File: src/rtl/vram_arbiter.sv
// Video RAM arbiter: video fetches take the RAM with zero latency, and CPU accesses
// run in the ce ticks that video leaves free. An access that video interrupts is retried.
module vram_arbiter #(
  parameter int AW        = 13,
  parameter int DW        = 8,
  parameter int ACC_TICKS = 2
) (
  input  logic          clock,
  input  logic          reset,
  input  logic          ce,
  input  logic          vreq,
  input  logic [1:0]    vid_b,
  input  logic [AW-1:0] vid_a,
  output logic [DW-1:0] vid_q,
  input  logic          cpu_req,
  input  logic          cpu_wr,
  input  logic [AW+1:0] cpu_a,
  input  logic [DW-1:0] cpu_d,
  output logic [DW-1:0] cpu_q,
  output logic          cpu_ack,
  output logic          cpu_wait,
  output logic [AW+1:0] mem_a,
  output logic [DW-1:0] mem_d,
  output logic          mem_we,
  input  logic [DW-1:0] mem_q
);

  localparam int CW = $clog2(ACC_TICKS + 1);

  typedef enum logic [1:0] {
    IDLE  = 2'd0,
    CPU_A = 2'd1,
    CPU_D = 2'd2,
    DONE  = 2'd3
  } state_t;

  state_t        state, state_nx;
  logic [CW-1:0] cnt, cnt_nx;
  logic [AW+1:0] a_l;
  logic [DW-1:0] d_l;
  logic          wr_l;
  logic          complete;

  always_comb begin
    state_nx = state;
    cnt_nx   = cnt;
    complete = 1'b0;
    case (state)
      IDLE:  if (cpu_req) state_nx = CPU_A;
      CPU_A: if (!vreq) begin
               state_nx = CPU_D;
               cnt_nx   = CW'(1);
             end
      CPU_D: if (vreq) begin
               state_nx = CPU_A;
               cnt_nx   = '0;
             end else if (cnt == CW'(ACC_TICKS)) begin
               complete = 1'b1;
               state_nx = DONE;
             end else begin
               cnt_nx = cnt + CW'(1);
             end
      // Holding here until the request drops keeps a slow CPU from getting a second access.
      DONE:  if (!cpu_req) state_nx = IDLE;
      default: state_nx = IDLE;
    endcase
  end

  // The ack is cleared on every clock, so it is one clock wide even when ce is sparse.
  always_ff @(posedge clock) begin
    if (reset) begin
      state   <= IDLE;
      cnt     <= '0;
      a_l     <= '0;
      d_l     <= '0;
      wr_l    <= 1'b0;
      cpu_q   <= '0;
      cpu_ack <= 1'b0;
    end else begin
      cpu_ack <= 1'b0;
      if (ce) begin
        state <= state_nx;
        cnt   <= cnt_nx;
        if (state == IDLE && cpu_req) begin
          a_l  <= cpu_a;
          d_l  <= cpu_d;
          wr_l <= cpu_wr;
        end
        if (complete) begin
          cpu_ack <= 1'b1;
          if (!wr_l) cpu_q <= mem_q;
        end
      end
    end
  end

  // Gating with reset drops the write strobe in the same clock that reset is sampled.
  assign mem_a    = vreq ? {vid_b, vid_a} : a_l;
  assign mem_d    = d_l;
  assign mem_we   = (state == CPU_D) && wr_l && !vreq && !reset;
  assign vid_q    = mem_q;
  assign cpu_wait = cpu_req && !cpu_ack;

endmodule

File: config.mk
export PLATFORM = sky130hd
export DESIGN_NAME = vram_arbiter
export DESIGN_NICKNAME = d
export VERILOG_FILES = /design/src/rtl/vram_arbiter.sv
export SDC_FILE = /design/constraint.sdc
export NUM_CORES = 1
export LEC_CHECK = 0
export CAP_MARGIN = 20
export CORE_MARGIN = 5
export CORE_UTILIZATION = 35
export DETAILED_ROUTE_END_ITERATION = 8
export GPL_TIMING_DRIVEN = 0
export HOLD_SLACK_MARGIN = 0.15
export MAX_ROUTING_LAYER = met4
export PLACE_DENSITY = 0.76
export SLEW_MARGIN = 20
export SYNTH_ARGS = -nofsm -noshare
export SYNTH_HDL_FRONTEND = slang
export SYNTH_SLANG_ARGS = --single-unit
File: constraint.sdc
create_clock -name clock -period 1.81 [get_ports clock]
set_input_delay 0.362 -clock clock [delete_from_list [all_inputs] [get_ports clock]]
set_output_delay 0.362 -clock clock [all_outputs]
set_load 0.02 [all_outputs]
After elaboration in Yosys (flattened, before gate mapping)
Cells that the tools add are included.

Bitwise operators: 2. $add $sub $neg: 1. Eq/ne operators: 9. Reduce and logical (&&, ||, !) cells: 15. Multiplexer cells: 15.

Operators by type and width (count): 2-bit 2-to-1 mux (8); 15-bit 2-to-1 mux (1); 2-bit case mux with 4 select lines (1); 2-bit equality test, second input constant (3); 2-bit != test, second input constant (3); 3-bit != test, second input constant (2); 1-bit logical AND (5); 5-bit AND reduction (1); 1-bit 2-to-1 mux (4); 2-bit case mux with 2 select lines (1); 4-bit AND reduction (1); 1-bit logical NOT (3); 3-bit AND reduction (1); 2-bit by 1-bit adder with 2-bit output, second input constant (1); 2-bit by 1-bit equality test with 1-bit output, second input constant (1); 2-bit logical NOT (1); 1-bit NOT (2); 2-bit AND reduction (1); 2-bit nonzero test (1); 2-bit OR reduction (1).

Flip-flop bits (word level): 37. Output and inout port bits: 42.

Logic depth before layout (Yosys ltp)
Gate-level depths: netlist (run 1).

Word-level depth: 5. Depth in mapped cells: 7. Mapped depth without buffers: 6.

Worst setup path after synthesis (run 1)
No wires, ideal clock.

Path type: input-to-output. Start point: input vreq. End point: output mem_a[0]. Stages: 3. Data required time: 1448 ps. Setup slack: 143 ps. Data arrival time: 1305 ps. Buffers on the path: 2. Cell sequence: clkbuf_1 buf_2 mux2_2.

Word-level cells in the longest chain between the ends: 1.

Ends and longest elaborated chain: from (decl) (RTL line 11) `input logic vreq,`; 15-bit 2-to-1 mux (RTL line 98) `assign mem_a = vreq ? {vid_b, vid_a} : a_l;`; to (decl) (RTL line 22) `output logic [AW+1:0] mem_a,`.

No other way between the ends.

Worst setup path in the final report (run 1)
Start point: register state[1]. End point: output mem_we.

Word-level cells in the longest chain between the ends: 4.

Ends and longest elaborated chain: from (decl) (RTL line 37) `state_t state, state_nx;`; from (signal assigned) (RTL line 82) `state <= state_nx;`; 2-bit equality test (RTL line 100) `assign mem_we = (state == CPU_D) && wr_l && !vreq && !reset;`; 1-bit logical AND (3 in a row) (RTL line 100); to (decl) (RTL line 24) `output logic mem_we,`.

No other way between the ends.

==> results of run 1 <==
[worst paths after layout]
path                           endpoint  slack (ps)  depth (start not counted)
setup / recovery                 mem_we          80                          5
hold / removal    state[0]$_SDFFE_PP0P_         340                          2
setup reg to reg  cpu_q[6]$_SDFFE_PP0P_         120                          7
hold reg to reg     a_l[1]$_SDFFE_PP0P_         460                          2
[routing by layer]
metal  vias to the layer above  part of all wire (%)  global-route usage [%]
met3                         4                   9.2                   4.308
met5                         -                     0                       -
met1                       726                    42                   16.90
met4                         0                   1.0                   6.701
met2                        76                    47                   23.85
li1                        847                     -                       -
[worst max-delay path, stage by stage (launching register included)]
cell      delay, ps
dfxtp_1         330
buf_6           130
and2b_1         170
nand2b_1        120
nor3b_2         160
buf_4           160
[kinds of logic (layout without fill, tap and decap cells)]
group | after synthesis | after routing
AO/OA/AOI/OAI | 36 | 36
adder cells (fa/ha/maj) | 1 | 1
buffers and inverters | 24 | 127
flip-flops | 37 | 37
multiplexers | 24 | 24
AND/OR/NAND/NOR | 74 | 74
[cell type report]
type / instances / area, µm² / area share, %
clock inverter: 2 / 37.54 / 1.381
multi-input combinational: 135 / 787.0 / 28.95
inverter: 2 / 7.507 / 0.2761
sequential: 37 / 742.0 / 27.29
timing repair buffer: 95 / 843.3 / 31.02
buffer: 22 / 151.4 / 5.568
clock buffer: 6 / 82.58 / 3.037
tap: 54 / 67.56 / 2.485
[registers in the layout (all words and copies together), names as in the netlist]
register,count
cnt,2
state,2
a_l,15
cpu_ack,1
cpu_q,8
wr_l,1
mem_d,8
[report_power, final]
part | switching [µW] | internal, µW | leakage (µW)
logic | 174 | 210 | 0.000783
registers | 16.8 | 844 | 0.000301
clock network | 296 | 448 | 0.0000574
[cells in the mapped netlist]
library cell  count
buf_6             1
o21ai_0           4
buf_4             9
nand2b_1          3
a22oi_1           2
nor3_1            1
a311oi_1          1
mux2i_1           9
nand3_1           1
and3_1            1
buf_2             4
nand2_1          49
clkbuf_1          8
nor2b_1           1
a21oi_1          26
ha_1              1
or4_4             1
and2_1            1
mux2_2           15
a31oi_1           1
inv_1             1
nor2_1           13
dfxtp_1          37
inv_2             1
a22o_1            1
and2b_1           1
o21bai_1          1
or4_1             1
nor3b_1           1
[through the flow]
stage               hold slack [ps]  power [µW]  util (%)  setup TNS (ps)  setup slack (ps)
global placement              439.2        1283     56.59          -18510             -1100
detailed placement            446.8        1289     56.59          -19080             -1118
CTS                           332.2        2017     58.09               0             13.53
floorplan                     433.8        1066         -               0             143.0
global route                  343.8        2073     58.34               0             6.968
finish                        339.1        1989     58.34               0             82.81
[what timing repair did]
action / in CTS / in global routing
hold endpoints to repair: 0 / 0
setup endpoints to repair: 25 / 11
buffers inserted: 3 / 1
gates resized for setup: 82 / 7
==> summary.txt, run 1 <==
Placed design
  – Dpl hpwl: about 3400 µm
  – Dpl cell area: between 0.002 and 0.003 mm²
  – Final GP Congestion: roughly 0.84
  – I/O Buffers: between 90 and 100
  – Placed Cells: approximately 340

Synthesis
  – Synth Instances: between 150 and 200
  – Synthesized-area fraction occupied by adder cells: 0.7541%
  – Simple-gate portion of the synthesized area: between 10% and 20%
  – Top cell type's share of synthesized area: 44.65%
  – Largest family of logic cells by synthesized area: simple AND/OR/NAND/NOR gates
  – Cell taking the most area after synthesis: dfxtp_1
  – Post-Synth XOR/XNOR Area: 0%
  – Syn Nets: ~250
  – Mux contribution to synthesized area: approximately 16%
  – Library cells used by synthesis: 29
  – Synth area leaders: dfxtp_1, nand2_1, mux2_2
  – Syn avg cell area: 8.465 µm²
  – Yosys warnings: 0
  – Post-synthesis compound-gate area fraction: between 10% and 20%
  – Synthesized area: around 0.0017 mm²
  – Sequential fraction of the synthesis area: approximately 45%
  – Yosys reg bits: 37

Global route
  – Global route overflow: 0
  – Vias in the first global route: between 1500 and 2000
  – First-pass GRT wire length: ~7100 µm
  – Tot GR Track Use: between 10% and 20%
  – Initial antenna violation count: 0
  – Largest net degree at the start of global routing: 13

Final layout
  – Non-filler cells, final: approximately 350
  – Leading cell type in the layout, fill and taps excluded: clkdlybuf4s50_1
  – Most frequent cells in the layout: clkdlybuf4s50_1, nand2_1, dfxtp_1
  – Antenna diode count: 0
  – Nets: ~350
  – Layout area overhead: 63.88%
  – Fillcell total: between 400 and 500
  – Share of cells above drive strength 1: roughly 21%
  – Post-route cell area: between 0.002 and 0.003 mm²

Timing
  – Setup-failing EPs final: 0
  – RSZ-0062 raised after global routing: false
  – Relative slew slack: roughly two thirds
  – Skew final: approximately 3.3 ps
  – Final period utilization: between 90% and 100%
  – Fin. max-slew vios: 0
  – Final min period: between 1500 and 2000 ps
  – Fmax: roughly 580 MHz
  – Final Hold Vio Count: 0
  – Slew @ Worst Pin: about 480 ps

Routing
  – DRT Wirelength: 4553 µm
  – Drt drc: 0
  – Drt via density: between 4 and 5
  – Pre-antenna DRT Iters: 4
  – Antenna Nets Post-Route: 0
  – Vias post-DR: roughly 1700
  – Drt wl/cell: about 13 µm
  – Initial drt markers: 75

Clock network
  – Root Buffer Master: clkbuf_8
  – CTS Sinks: 37
  – Clock Latency Late Sink: 290 ps
  – H-tree levels: 2
  – CTS Hold Bufs: 0
  – CTS tree: done
  – CTS max path bufs: 2
  – Cts bufs inserted: 5
  – Clock Pin Slew Worst Setup and Hold Paths: about 70 ps

Run
  – Maxcap violations: 0

Floorplan
  – Die width: 78.85 µm
  – CORE AREA: around 0.0047 mm²
  – Initial Util: between 30% and 40%
  – IO Count: 94
  – Die area: a little over 0.006 mm²
  – Row cnt: 25
  – Die Y: around 79 µm

Setup path
  – Worst-path fanout max: 9
  – Worst path required time: 1450 ps
  – Crit path DAT: around 1400 ps
  – Origin of the worst setup path: state[1]$_SDFFE_PP0P_
  – Startpoint Class: register
  – Setup CP Type: reg2out
  – Origin of the critical flop-to-flop path: cnt[0]$_SDFFE_PP0P_
  – Crit end category: output pin

Worst hold path
  – Min-Delay Startpoint: ce
  – Hold crit path type: in2reg

Outcome
  – Outcome: complete, no violations

Power
  – VDD IR-drop max: 0.4704 mV
  – Leak: roughly 0.0011 µW
  – Power Dens Cells: between 700 and 800 mW/mm²
Power figures use the tool's default switching activity.
==> inputs of run 2 (changes only) <==
--- a/config.mk
+++ b/config.mk
@@ -5,6 +5,7 @@
 export SDC_FILE = /design/constraint.sdc
 export NUM_CORES = 1
 export LEC_CHECK = 0
+export ABC_CLOCK_PERIOD_IN_PS = 1810
 export CAP_MARGIN = 20
 export CORE_MARGIN = 5
 export CORE_UTILIZATION = 35
@@ -13,6 +14,8 @@
 export HOLD_SLACK_MARGIN = 0.15
 export MAX_ROUTING_LAYER = met4
 export PLACE_DENSITY = 0.76
+export RECOVER_POWER = 25
+export REMOVE_ABC_BUFFERS = 1
 export SLEW_MARGIN = 20
 export SYNTH_ARGS = -nofsm -noshare
 export SYNTH_HDL_FRONTEND = slang
==> summary.txt, run 2 (synthesis gave the netlist of run 1 again) <==
Power
  – Internal power: 1305 µW (was 1502 µW)
  – Logic gate share of total power: 20.2% (was 19.3%)
  – Leak: 0.001069 µW (was 0.001142 µW)
  – VDD IR-drop max: 0.4111 mV (was 0.4704 mV)
  – Sequential power share: 49.0% (was 43.2%)
  – Switch share: 25.76% (was 24.51%)
  – Clock share of power: 30.9% (was 37.4%)
  – Power Dens Cells: 681.9 mW/mm² (was 731.6 mW/mm²)
  – Net Sw Power: 453.0 µW (was 487.5 µW)

Placed design
  – Dpl cell area: 0.002524 mm² (was 0.002638 mm²)
  – Placed Cells: 321 (was 341)
  – I/O Buffers: 93 (was 91)
  – Final GP Congestion: 0.6956 (was 0.8403)
  – Dpl hpwl: 3241 µm (was 3356 µm)
  – Post-placement setup slack: -1083 ps (was -1118 ps)

Setup path
  – Worst-path fanout max: 1 (was 9)
  – Startpoint Class: input pin (was register)
  – Worst reg2reg setup slack: 140 ps (was 120 ps)
  – Worst path required time: 1450 ps (about the same)
  – Setup CP Type: in2out (was reg2out)
  – Origin of the critical flop-to-flop path: cnt[0]$_SDFFE_PP0P_ (unchanged)
  – CP Cell Sequence: clkdlybuf4s50_1, mux2_2, dlygate4sd2_1 (was buf_6, and2b_1, nand2b_1, nor3b_2, buf_4)
  – Crit end category: output pin (unchanged)
  – Slowest cell delay on critical path: 400 ps (was 330 ps)
  – RR Endpoint: cpu_q[6]$_SDFFE_PP0P_ (unchanged)
  – Crit path DAT: 1360 ps (was 1370 ps)
  – Worst path slowest cell: clkdlybuf4s50_1 (was dfxtp_1)
  – R2r worst-path depth: 6 (was 7)

Outcome
  – Outcome: complete, no violations (unchanged)

Worst hold path
  – Hold crit path type: reg2reg (was in2reg)
  – Hold Path Sink: mem_d[5]$_SDFFE_PP0P_ (was state[0]$_SDFFE_PP0P_)
  – Min-Delay Startpoint: mem_d[5]$_SDFFE_PP0P_ (was ce)
  – Hold path cells: 2 (unchanged)

Final layout
  – Top reg by flops: a_l (unchanged)
  – Max reg flops: 15 (unchanged)
  – Share of cells above drive strength 1: 11.64% (was 21.40%)
  – Layout area overhead: 55.43% (was 63.88%)
  – Most frequent cells in the layout: clkdlybuf4s50_1, nand2_1, dfxtp_1 (unchanged)
  – Antenna diode count: 0 (unchanged)
  – Non-filler cells, final: 329 (was 353)
  – Leading cell type in the layout, fill and taps excluded: clkdlybuf4s50_1 (unchanged)
  – Final core occ: 55.33% (was 58.34%)
  – Post-route cell area: 0.002579 mm² (was 0.002719 mm²)
  – Nets: 327 (was 351)

Routing
  – Initial drt markers: 39 (was 75)
  – DRT Wirelength: 4387 µm (was 4553 µm)
  – Vias post-DR: 1593 (was 1653)
  – Pre-antenna DRT Iters: 4 (unchanged)
  – Drt via density: 4.842 (was 4.683)
  – Drt drc: 0 (unchanged)
  – Drt wl/cell: 13.33 µm (was 12.90 µm)
  – Antenna Nets Post-Route: 0 (unchanged)

Global route
  – Initial antenna violation count: 0 (unchanged)
  – Tot GR Track Use: 14.03% (was 14.72%)
  – Vias in the first global route: 1470 (was 1579)
  – Global route overflow: 0 (unchanged)
  – Largest net degree at the start of global routing: 39 (was 13)
  – First-pass GRT wire length: 6762 µm (was 7127 µm)

Timing
  – Final Hold Vio Count: 0 (unchanged)
  – Fin. max-slew vios: 0 (unchanged)
  – Fin Setup TNS: 0 ps (unchanged)
  – Fmax: 581.5 MHz (was 579.0 MHz)
  – Final period utilization: 95.01% (was 95.43%)
  – Slew @ Worst Pin: 699.1 ps (was 477.4 ps)
  – Relative slew slack: 53.39% (was 68.17%)
  – Skew final: 7.792 ps (was 3.256 ps)
  – Final min period: 1720 ps (was 1727 ps)
  – RSZ-0062 raised after global routing: false (unchanged)
  – Setup-failing EPs final: 0 (unchanged)
  – Fin worst setup slack: 90.29 ps (was 82.81 ps)

Clock network
  – CTS Sinks: 37 (unchanged)
  – Cts bufs inserted: 5 (unchanged)
  – CTS tree: done (unchanged)
  – Root Buffer Master: clkbuf_8 (unchanged)
  – Clock Latency Late Sink: 280 ps (was 290 ps)
  – H-tree levels: 2 (unchanged)
  – Clock Pin Slew Worst Setup and Hold Paths: 60 ps (was 70 ps)
  – CTS max path bufs: 2 (unchanged)

Floorplan
  – IO Count: 94 (unchanged)
  – Die Y: 78.85 µm (unchanged)
  – Initial Util: 35.60% (unchanged)
  – Die area: 0.006217 mm² (unchanged)
  – Row cnt: 25 (unchanged)
  – CORE AREA: 0.004661 mm² (unchanged)
  – Die width: 78.85 µm (unchanged)

Run
  – Maxcap violations: 0 (unchanged)
## run 2: how the worst max path moves through the flow
stage | from | endpoint | slack (ps) | depth (start not counted)
2_1_floorplan | state[1]$_SDFFE_PP0P_ | mem_we | 230 | 3
5_1_grt | state[1]$_SDFFE_PP0P_ | mem_we | 10 | 4
3_5_place_dp | vreq | mem_we | -1080 | 4
3_3_place_gp | reset | mem_we | -1190 | 3
4_1_cts | state[0]$_SDFFE_PP0P_ | mem_we | 6 | 4
6_report | vid_a[10] | mem_a[10] | 90 | 3
## run 2: per-layer routing
layer  up-vias  wire length (µm)  track usage (%)
li1        804                 -                -
met5         -                 0                -
met3         4               312            5.782
met2        46              2286            24.79
met1       739              1759            14.72
met4         0                29            3.093
## run 2: through the flow
step                      hold WS, ps  total power [µW]
after detailed placement        447.4              1269
final                           452.5              1758
after CTS                       456.6              1789
after global routing            475.4              1850
after global placement          440.6              1265
after floorplan                 427.8              1015
## run 2: cell type report
cell class | instances | area, µm²
Inverter | 2 | 7.507
Multi-Input combinational cell | 135 | 794.5
Fill cell | 452 | 2082
Tap cell | 54 | 67.56
Timing Repair Buffer | 93 | 885.9
Sequential cell | 37 | 743.2
Clock buffer | 8 | 80.08
## run 2: critical path: cells and delay by family
family / cells / cell delay, ps
buf+inv: 2 / 730
mux: 1 / 260
## run 2: what timing repair did
item	CTS	global route
resized for setup	39	6
setup endpoints to repair	61	2
buffers inserted	0	0
hold buffers	0	0
## run 2: power groups by stage
stage	Clock (µW)	Sequential (µW)	Combinational, µW
4_1_cts	565	861	364
3_5_place_dp	0	880	390
6_report	543	861	354
3_3_place_gp	0	878	387
2_1_floorplan	0	886	129
5_1_grt	603	864	383
